--- config.mk ---
export PLATFORM = sky130hd
export DESIGN_NAME = multicycle_controller
export DESIGN_NICKNAME = d
export VERILOG_FILES = /design/src/rtl/multicycle_controller.sv
export SDC_FILE = /design/constraint.sdc
export NUM_CORES = 1
export LEC_CHECK = 0
export ABC_AREA = 1
export CAP_MARGIN = 20
export CORE_MARGIN = 8
export CORE_UTILIZATION = 42
export DETAILED_ROUTE_END_ITERATION = 12
export GPL_ROUTABILITY_DRIVEN = 0
export PLACE_DENSITY = 0.65
export SETUP_SLACK_MARGIN = 0.4
export SLEW_MARGIN = 20
export SYNTH_ARGS = -nofsm -noshare
export SYNTH_HDL_FRONTEND = slang
export SYNTH_SLANG_ARGS = --single-unit
--- constraint.sdc ---
create_clock -name clk -period 2.1 [get_ports clk]
set_input_delay 0.315 -clock clk [delete_from_list [all_inputs] [get_ports clk]]
set_output_delay 0.315 -clock clk [all_outputs]
set_load 0.05 [all_outputs]
--- src/rtl/multicycle_controller.sv ---
// Multi-cycle sequencing FSM for the MIPS32 core: fetch/decode/exec/mem/wb with
// Moore-style datapath controls, sticky halt on syscall or bad decode.
module multicycle_controller #(
    parameter int CNT_W = 32
) (
    input  logic             clk,
    input  logic             rst_n,
    input  logic [9:0]       op,
    input  logic [5:0]       funct,
    input  logic             alu_zero,
    output logic             imem_req,
    input  logic             imem_ready,
    output logic             dmem_req,
    output logic             dmem_we,
    input  logic             dmem_ready,
    output logic             ir_we,
    output logic             pc_we,
    output logic [1:0]       pc_src,
    output logic [1:0]       alu_op,
    output logic             alu_src_imm,
    output logic             reg_we,
    output logic [1:0]       reg_dst,
    output logic [1:0]       wb_sel,
    output logic             halted,
    output logic             illegal,
    output logic [CNT_W-1:0] retired_count
);

    // state  | meaning
    // FETCH  | imem_req held until imem_ready; ir_we in the ready cycle
    // DECODE | latch op/funct, resolve j/jr/syscall/bad decode
    // EXEC   | ALU controls; beq resolves and retires here
    // MEM    | dmem_req held until dmem_ready
    // WB     | register write, PC update, retire
    // HALT   | absorbing until reset
    typedef enum logic [2:0] {
        S_FETCH, S_DECODE, S_EXEC, S_MEM, S_WB, S_HALT
    } state_t;

    localparam int B_ALUR = 9;
    localparam int B_ORI  = 8;
    localparam int B_LUI  = 7;
    localparam int B_LW   = 6;
    localparam int B_SW   = 5;
    localparam int B_BEQ  = 4;
    localparam int B_J    = 3;
    localparam int B_JAL  = 2;
    localparam int B_JR   = 1;
    localparam int B_SYS  = 0;

    state_t           state_q, state_d;
    logic [9:0]       op_q, op_d;
    logic [5:0]       funct_q, funct_d;
    logic             illegal_q, illegal_d;
    logic [CNT_W-1:0] cnt_q, cnt_d;
    logic             retire;
    logic             op_onehot;

    assign op_onehot     = (op != 10'd0) && ((op & (op - 10'd1)) == 10'd0);
    assign illegal       = illegal_q;
    assign retired_count = cnt_q;

    always_comb begin
        state_d     = state_q;
        op_d        = op_q;
        funct_d     = funct_q;
        illegal_d   = illegal_q;
        cnt_d       = cnt_q;
        retire      = 1'b0;
        imem_req    = 1'b0;
        dmem_req    = 1'b0;
        dmem_we     = 1'b0;
        ir_we       = 1'b0;
        pc_we       = 1'b0;
        pc_src      = 2'd0;
        alu_op      = 2'd0;
        alu_src_imm = 1'b0;
        reg_we      = 1'b0;
        reg_dst     = 2'd0;
        wb_sel      = 2'd0;
        halted      = 1'b0;

        // Controls are forced quiet while reset is held so nothing leaks mid-assert.
        if (rst_n) begin
            case (state_q)
                S_FETCH: begin
                    imem_req = 1'b1;
                    if (imem_ready) begin
                        ir_we   = 1'b1;
                        state_d = S_DECODE;
                    end
                end
                S_DECODE: begin
                    op_d    = op;
                    funct_d = funct;
                    if (!op_onehot) begin
                        illegal_d = 1'b1;
                        state_d   = S_HALT;
                    end else if (op[B_SYS]) begin
                        retire  = 1'b1;
                        state_d = S_HALT;
                    end else if (op[B_J] || op[B_JR]) begin
                        pc_we   = 1'b1;
                        pc_src  = op[B_JR] ? 2'd3 : 2'd2;
                        retire  = 1'b1;
                        state_d = S_FETCH;
                    end else if (op[B_JAL]) begin
                        state_d = S_WB;
                    end else begin
                        state_d = S_EXEC;
                    end
                end
                S_EXEC: begin
                    alu_src_imm = !(op_q[B_ALUR] || op_q[B_BEQ]);
                    if (op_q[B_ALUR])     alu_op = (funct_q == 6'h23) ? 2'd1 : 2'd0;
                    else if (op_q[B_ORI]) alu_op = 2'd2;
                    else if (op_q[B_LUI]) alu_op = 2'd3;
                    else if (op_q[B_BEQ]) alu_op = 2'd1;
                    else                  alu_op = 2'd0;
                    if (op_q[B_BEQ]) begin
                        pc_we   = 1'b1;
                        pc_src  = alu_zero ? 2'd1 : 2'd0;
                        retire  = 1'b1;
                        state_d = S_FETCH;
                    end else if (op_q[B_LW] || op_q[B_SW]) begin
                        state_d = S_MEM;
                    end else begin
                        state_d = S_WB;
                    end
                end
                S_MEM: begin
                    dmem_req = 1'b1;
                    dmem_we  = op_q[B_SW];
                    if (dmem_ready) begin
                        if (op_q[B_SW]) begin
                            pc_we   = 1'b1;
                            retire  = 1'b1;
                            state_d = S_FETCH;
                        end else begin
                            state_d = S_WB;
                        end
                    end
                end
                S_WB: begin
                    reg_we  = 1'b1;
                    pc_we   = 1'b1;
                    retire  = 1'b1;
                    state_d = S_FETCH;
                    if (op_q[B_ALUR])     reg_dst = 2'd1;
                    else if (op_q[B_JAL]) reg_dst = 2'd2;
                    if (op_q[B_LW])       wb_sel = 2'd1;
                    else if (op_q[B_JAL]) wb_sel = 2'd2;
                    if (op_q[B_JAL])      pc_src = 2'd2;
                end
                S_HALT: begin
                    halted = 1'b1;
                end
                default: begin
                    state_d = S_FETCH;
                end
            endcase
        end

        if (retire) cnt_d = cnt_q + CNT_W'(1);
    end

    always_ff @(posedge clk or negedge rst_n) begin
        if (!rst_n) begin
            state_q   <= S_FETCH;
            op_q      <= 10'd0;
            funct_q   <= 6'd0;
            illegal_q <= 1'b0;
            cnt_q     <= '0;
        end else begin
            state_q   <= state_d;
            op_q      <= op_d;
            funct_q   <= funct_d;
            illegal_q <= illegal_d;
            cnt_q     <= cnt_d;
        end
    end

endmodule

* Yosys cells after proc, flatten, opt, wreduce, memory -nomap -nowiden
Cells that the tools add are included.
Word-level totals: logic and storage cells 88, output and inout port bits 49, register bits 52
Cells by class: reductions and logical operators 11, add/sub/neg operators 2, bitwise operators 3, equality and inequality tests 8, muxes and demuxes 59
Operators with widths (number):
- $add 32x1->32 const B | 1
- $mux 2 | 16
- $mux 1 | 30
- $mux 3 | 9
- $pmux 3 s5 | 1
- $and 10x10->10 | 1
- $logic_not 10->1 | 1
- $reduce_bool 10->1 | 1
- $sub 10x1->10 const B | 1
- $pmux 1 s4 | 2
- $eq 3x2->1 const B | 2
- $eq 3x3->1 const B | 2
- $eq 6x6->1 const B | 1
- $pmux 2 s3 | 1
- $ne 2x2->1 const B | 2
- $reduce_and 4->1 | 1
- $eq 3x1->1 const B | 1
- $logic_not 3->1 | 1
- $logic_or 1x1->1 | 3
- $reduce_and 3->1 | 1
- $not 1->1 | 2
- $reduce_and 2->1 | 1
- $logic_and 1x1->1 | 1
- $logic_not 1->1 | 1

* Depth between registers and ports, before layout
Gate-level depths: netlist of the first run.
depth in word-level cells 7, gate-level depth with buffers 12, gate-level depth less buffers 11

* Worst setup path before layout of the first run
Ideal clock, no wire load.
kind input -> output, start point input op[3], end point output pc_src[1], data required time 1.785 ns, stages 9, slack -0.142 ns, path buffers 0, data arrival time 1.927 ns, cell sequence nor2_1 nand2_1 nor2_1 nor2_1 nor2_1 nand2_1 nor2_1 nand4_1 a21oi_1
Between the ends: cells in the longest elaborated chain, start to end 7, elaborated cells on any way between the ends 11, classes of those cells 1 x add/sub; 5 x mux; 1 x bitwise; 4 x reduce/logical
Ends and longest elaborated chain:
- start: declaration | line 8 | input logic [9:0] op,
- $sub 10x1->10 | line 59 | assign op_onehot = (op != 10'd0) && ((op & (op - 10'd1)) == 10'd0);
- $and 10x10->10 | line 59
- $logic_not 10->1 | line 59
- $logic_and 1x1->1 | line 59
- $mux 2 (*) | line 96 | if (!op_onehot) begin
- $pmux 2 s3 (*) | line 85 | case (state_q)
- $mux 2 (*) | line 84 | if (rst_n) begin
- end: declaration | line 18 | output logic [1:0] pc_src,
Mark *: on every way between the ends. The rest lies on a longest branch, timed or not.

* Worst setup path in the final report of the first run
start point input op[0], end point register cnt_q[20] (netlist: retired_count[20])
Between the ends: cells in the longest elaborated chain, start to end 7, elaborated cells on any way between the ends 9, classes of those cells 1 x add/sub; 4 x mux; 1 x bitwise; 3 x reduce/logical
Ends and longest elaborated chain:
- $sub 10x1->10 | line 59
- $and 10x10->10 | line 59
- $logic_not 10->1 | line 59
- $logic_and 1x1->1 | line 59
- $mux 1 (*) | line 96
- $pmux 1 s4 (*) | line 85
- $mux 1 (*) | line 84
- end signal: assignment | line 179 | cnt_q <= cnt_d;
- end: declaration | line 55 | logic [CNT_W-1:0] cnt_q, cnt_d;
Marks and branches as above. A chain may end at the register's enable or synchronous reset.

==> impl_metrics.csv, run 1 <==
group,metric,value,unit
routing,wl,10300,um
pwr,p_total,3.60,mW
worst_setup_path,critPathRequiredTime,2.30,ns
clocking,clock-root-buffer,"clkbuf_8",
cells_and_area,area_growth,52.4,%
floorplanning,rows,32,
floorplanning,ios,70,
clocking,cts_max_level,2,
yosys,synth_warnings,0,
sta,timing.fmax,0.480,GHz
pwr,power_frac_seq,0.361,
sta,tightest_slew,0.543,ns
run_status,outcome,"completed",
sta,fin_crit,2.08,ns
clocking,cts_tree,"built",
worst_setup_path,crit_type,"input pin to register",
clocking,cts.sinks,49,
yosys,seq_area_frac_synth,0.383,
yosys,ys_types,31,
pwr,p_clk_frac,0.160,
worst_setup_path,crit_fanout,8,
cells_and_area,final_common_cell,"nand2_1",
routing,post-route-drc-count,0,
routing,drt-pass1-iter-count,5,
clocking,clk_pin_slew,0.09,ns
floorplanning,initial_utilization,0.423,
worst_setup_path,cp_common_cell,"buf_6",
yosys,syn_area,3200,sq um
cells_and_area,final_cell_mix,"158 x nand2_1, 45 x nand3_1, 38 x nor2_1, 37 x dfrtp_1, 32 x dlygate4sd2_1",
sta,tns,0,ns
global_routing,grt_max_degree,78,
clocking,cts_max_path_buffers,2,
sta,fin_crit_sh,0.993,
sta,setup_violations,0,
cells_and_area,layout-drive-gt1-share,0.279,
placed_design,postPlaceCellArea,4370,sq um
pwr,p_int,2.05,mW
placed_design,place.port_buffers,69,
routing,routedWlPerCell,15.1,um
cells_and_area,nNetsFinal,601,
floorplanning,coreArea,7570,sq um
cells_and_area,instances_no_fill,682,
routing,final_antenna_net_count,0,
placed_design,dp_cells,650,
pwr,ir_drop,436,uV
floorplanning,die_w,103,um
flow_run,max_cap_violations,0,
yosys,syn_area_per_cell,6.77,sq um
yosys,syn_nets,495,
routing,first_iter_violations,216,
sta,slew_violations,0,
sta,hold_viol,0,
worst_setup_path,start_kind,"input pin",
sta,rsz0062_at_grt,"yes",
worst_setup_path,crit_chain,"buf_8 -> nor2_4 -> inv_2 -> nand2_1 -> nand3_2 -> nor2_2 -> buf_4 -> buf_6 -> buf_6 -> buf_6 -> buf_6 -> buf_6 -> nand4_1 -> nand2_4 -> buf_12 -> nand2_8 -> nand2_2 -> nand2_1",
pwr,power_leakage,2.37,nW
floorplanning,dieArea,10700,sq um
yosys,synthArstFlopShare,1.00,
placed_design,dp_hpwl,7210,um
sta,relSlewSlack,0.640,
routing,avgViaCountPerCell,5.14,
global_routing,antenna_found_initial,0,
global_routing,track_usage,0.201,
cells_and_area,n_antenna_cell,0,
pwr,pwr-share-comb,0.479,
yosys,ys.flop_type,"dfrtp_1",
sta,whs,0.139,ns
routing,vias,3507,
worst_setup_path,arrival,2.28,ns
worst_setup_path,end_kind,"register",
cells_and_area,final_area,4880,sq um
global_routing,grt_pass1_wl,16800,um
pwr,power.density,737,nW/um^2
yosys,synth_edf_count,0,
worst_setup_path,slowest_stage,"nand2_4",
global_routing,grt_pass1_vias,3518,
worst_setup_path,critPathMaxStageDelay,0.24,ns
pwr,p_sw,1.55,mW
sta,fin_skew,0.00791,ns
pwr,switching_share,0.431,
clocking,cts_buffers,5,
floorplanning,die_h,103,um
yosys,synth-seq-cells,49,
yosys,synth_cells,473,
worst_hold_path,hold_path_class,"input pin to async pin",
clocking,clock_latency,0.30,ns
global_routing,grt_overflow,0,
[worst max-delay path, delay by kind of cell]
| kind | cells | cell delay (ns) |
|---|---|---|
| buffers and inverters | 9 | 0.83 |
| AND/OR/NAND/NOR | 9 | 1.12 |
[Yosys cell counts, types with 2 or more instances]
cell,count,area share
nor2_2,3,0.0059
nand2_1,177,0.21
buf_6,3,0.011
a21oi_1,5,0.0078
dfrtp_1,49,0.38
o21ai_0,10,0.016
nand4_1,9,0.018
buf_2,2,0.0031
xor2_1,18,0.049
xnor2_1,9,0.025
clkbuf_1,5,0.0059
inv_1,34,0.040
nor3_1,20,0.031
nand3b_1,4,0.0094
buf_4,3,0.0070
o21ai_1,2,0.0031
nand3_1,49,0.077
nor2_1,58,0.068
[path summary, 6_finish.rpt]
check | slack, ns | to | cells past startpoint | from
max | 0.02 | retired_count[20] | 18 | op[0]
max reg2reg | 0.26 | retired_count[20] | 10 | state_q[1]
min in group clk | 0.29 | op_q[6] | 3 | op[6]
min | 0.14 | state_q[2] | 2 | rst_n
min reg2reg | 0.48 | funct_q[0] | 2 | funct_q[0]
max in group asynchronous | 1.17 | op_q[4] | 2 | rst_n
[repair_timing]
item / in CTS / in global routing
buffers inserted: 18 / 2
hold buffers: 1 / 0
endpoints found under the setup margin: 80 / 53
gates resized for setup: 106 / 56
gates cloned: 3 / 0
pin swaps: 29 / 28
hold endpoints to repair: 8 / 0
[registers in the layout, summed over array words and instances (netlist names)]
name and count:
state_q 3, funct_q 6, illegal 1, op_q 7, retired_count 32
[per-stage QoR]
stage	worst slack, ns	util
after floorplan	0.0765	-
after global placement	-0.210	0.578
after detailed placement	-0.297	0.578
after CTS	0.0456	0.622
after global routing	-0.119	0.646
final	0.0155	0.646
[cell type report]
class	instances	area, sq um
fillers	662	2680
multi-input cells	378	2120
flip-flops and latches	49	1240
repair buffers	110	1160
inverters	35	138
well taps	102	128
clock buffers	8	90.1
[power by group through the flow]
stage | clock (mW) | combinational, mW | sequential [mW]
2_1_floorplan | 0 | 0.777 | 1.36
3_3_place_gp | 0 | 1.27 | 1.30
3_5_place_dp | 0 | 1.30 | 1.30
4_1_cts | 0.580 | 1.57 | 1.28
5_1_grt | 0.621 | 1.86 | 1.32
6_report | 0.575 | 1.72 | 1.30
[routing by layer]
| metal | global-route usage | part of all wire | up-vias |
|---|---|---|---|
| met5 | 0 | 0 | - |
| met4 | 0.0645 | 0.021 | 0 |
| met3 | 0.0435 | 0.064 | 25 |
| met2 | 0.322 | 0.48 | 116 |
| met1 | 0.263 | 0.44 | 1636 |
| li1 | - | - | 1730 |
[logic make-up after synthesis]
logic type               Yosys count  synth area share
adder cells (fa/ha/maj)            1           0.00390
AND/OR/NAND/NOR                  326             0.432
flip-flops                        49             0.383
AO/OA/AOI/OAI                     22            0.0398
buffers and inverters             48            0.0675
XOR/XNOR                          27            0.0738
(Power assumes the default switching activity.)
==> run 2, diff against run 1 <==
--- a/config.mk
+++ b/config.mk
@@ -7,12 +7,14 @@
 export LEC_CHECK = 0
 export ABC_AREA = 1
 export CAP_MARGIN = 20
+export CELL_PAD_IN_SITES_DETAIL_PLACEMENT = 1
+export CELL_PAD_IN_SITES_GLOBAL_PLACEMENT = 2
 export CORE_MARGIN = 8
-export CORE_UTILIZATION = 42
+export CORE_UTILIZATION = 28
 export DETAILED_ROUTE_END_ITERATION = 12
 export GPL_ROUTABILITY_DRIVEN = 0
-export PLACE_DENSITY = 0.65
-export SETUP_SLACK_MARGIN = 0.4
+export PLACE_DENSITY = 0.78
+export SETUP_SLACK_MARGIN = 0.15
 export SLEW_MARGIN = 20
 export SYNTH_ARGS = -nofsm -noshare
 export SYNTH_HDL_FRONTEND = slang
==> run 2 against run 1 <==
  * The flow now finishes with violations (negative setup slack)
  * Total power is 0.14% lower
  * Sequential share of layout area rose by 0.44 points
  * First-iteration DRC count decreased by 25%
  * Worst hold slack got worse by 0.12 ns
  * Count of clock-buffer cells in the layout is 2 lower
  * Clock skew is 0.0012 ns higher
  * Non-clock buffer count shrank 8
  * Setup slack got worse by 0.023 ns
  * Register-to-register slack improved by 0.06 ns
  * Sequential power hardly changed
  * Critical path type is now input pin to primary output
  * Largest cell class unchanged
==> impl_metrics.csv, run 2 (synthesized netlist as in run 1, its figures left out) <==
group,metric,value,unit
sta,fin_ws,-0.00725,ns
sta,tightest_slew,0.761,ns
routing,drt-pass1-iter-count,4,
routing,routedWlPerCell,15.9,um
clocking,cts_max_level,2,
sta,hold_viol,0,
clocking,clock-root-buffer,"clkbuf_16",
worst_setup_path,start_kind,"input pin",
routing,first_iter_violations,161,
placed_design,postPlaceCellArea,4360,sq um
sta,fin_skew,0.00911,ns
routing,post-route-drc-count,0,
floorplanning,ios,70,
floorplanning,die_w,123,um
worst_setup_path,cp-startpoint,"op[0]",
placed_design,dp_cells,696,
floorplanning,rows,39,
sta,rsz0062_at_grt,"yes",
sta,timing.fmax,0.475,GHz
global_routing,track_usage,0.156,
worst_setup_path,arrival,1.79,ns
cells_and_area,largest_register_ffs,32,
sta,relSlewSlack,0.492,
worst_setup_path,worst_r2r_endpoint,"retired_count[17]",
routing,avgViaCountPerCell,4.85,
worst_setup_path,crit_type,"input pin to primary output",
routing,vias,3459,
worst_setup_path,reg2reg_depth,7,
run_status,violations,"negative setup slack",
floorplanning,die_h,123,um
worst_setup_path,r2r_start,"retired_count[5]",
pwr,power.density,755,nW/um^2
worst_setup_path,critPathMaxStageDelay,0.23,ns
sta,setup_violations,3,
cells_and_area,instances_no_fill,713,
clocking,clock_latency,0.29,ns
cells_and_area,layout-drive-gt1-share,0.209,
cells_and_area,final_util,0.422,
clocking,cts_max_path_buffers,2,
global_routing,grt_pass1_wl,19000,um
clocking,cts_tree,"built",
cells_and_area,area_growth,48.6,%
cells_and_area,fillers,1403,
worst_setup_path,critical-path-top-delay-family,"simple AND/OR/NAND/NOR gates",
routing,final_antenna_net_count,0,
placed_design,place.port_buffers,69,
cells_and_area,final_cell_mix,"170 x nand2_1, 45 x nand3_1, 45 x dfrtp_1, 42 x nor2_1, 32 x buf_4",
worst_setup_path,slowest_stage,"a21oi_2",
worst_setup_path,worst-path-stages,11,
sta,fin_crit_sh,1.00,
global_routing,grt_pass1_vias,3705,
cells_and_area,final_area,4760,sq um
worst_setup_path,crit_fanout,4,
flow_run,max_cap_violations,0,
cells_and_area,final_common_cell,"nand2_1",
floorplanning,dieArea,15100,sq um
sta,fin_crit,2.11,ns
cells_and_area,n_antenna_cell,0,
worst_hold_path,hold_path_class,"input pin to async pin",
clocking,clk_pin_slew,0.07,ns
sta,slew_violations,0,
global_routing,grt_max_degree,66,
cells_and_area,nNetsFinal,591,
pwr,power_leakage,2.45,nW
global_routing,grt_overflow,0,
floorplanning,coreArea,11300,sq um
floorplanning,initial_utilization,0.284,
worst_setup_path,crit_chain,"buf_6 -> nor2_4 -> nand2_2 -> nor2_1 -> nor2_1 -> nor2_2 -> nand2_1 -> nor2_2 -> nand4_1 -> a21oi_2 -> buf_12",
worst_setup_path,r2r_slack,0.32,ns
worst_setup_path,end_kind,"primary output",
global_routing,antenna_found_initial,0,
worst_setup_path,critPathRequiredTime,1.78,ns
routing,wl,11300,um
clocking,cts_buffers,5,
placed_design,dp_hpwl,8800,um
run_status,outcome,"finished with violations",
clocking,cts.sinks,49,
pwr,ir_drop,451,uV
worst_setup_path,cp_num_buf_inv,2,
worst_setup_path,worstSetupEndpoint,"pc_we",
-- run 2: timing repair --
item | 4_1_cts | 5_1_grt
pin swaps | 20 | 12
hold buffers | 1 | 0
setup buffers | 6 | 2
endpoints found under the hold margin | 3 | 0
endpoints found under the setup margin | 43 | 55
gates resized for setup | 61 | 38
-- run 2: stage by stage --
step	worst slack, ns	TNS (ns)	hold slack (ns)	total power [mW]
3_3_place_gp	-0.299	-8.73	0.130	2.55
3_5_place_dp	-0.433	-11.94	0.131	2.58
2_1_floorplan	-0.109	-0.506	0.0194	2.08
6_report	-0.00725	-0.0135	0.0192	3.59
4_1_cts	-0.000263	-0.000263	0.0164	3.58
5_1_grt	-0.0870	-0.249	0.0319	3.82
-- run 2: final cells by class --
cell class / instances / area [sq um] / share of cell area
Inverter: 35 / 131 / 0.0276
Sequential cell: 49 / 1230 / 0.259
Clock buffer: 6 / 139 / 0.0292
Clock inverter: 2 / 37.5 / 0.00788
Multi-Input combinational cell: 376 / 1930 / 0.405
Timing Repair Buffer: 102 / 1110 / 0.234
Tap cell: 143 / 179 / 0.0376
-- run 2: metal layers --
metal	wire length, um	track usage	up-vias
met1	5140	0.196	1686
met4	134	0.0369	0
met3	543	0.0352	12
met2	5480	0.268	60
li1	-	-	1701
met5	0	0	-
-- run 2: worst min path at each step --
stage | from | end | cells after the start
6_report | rst_n | funct_q[1] | 2
4_1_cts | rst_n | op_q[4] | 2
3_3_place_gp | rst_n | state_q[0] | 1
3_5_place_dp | rst_n | state_q[2] | 1
5_1_grt | rst_n | funct_q[1] | 2
2_1_floorplan | rst_n | funct_q[0] | 0
-- run 2: report_power, final --
group	internal, mW	total [mW]	switching [mW]
Sequential	1.12	1.29	0.176
Clock	0.595	0.959	0.364
Combinational	0.475	1.34	0.868
-- run 2: worst reg2reg max path, stage by stage (launching register included) --
cell	delay (ns)
dfrtp_1	0.45
nand2_1	0.22
nor2_1	0.24
nand2_1	0.12
nor3_1	0.32
xor2_1	0.19
nand3_1	0.09
nand2_1	0.09
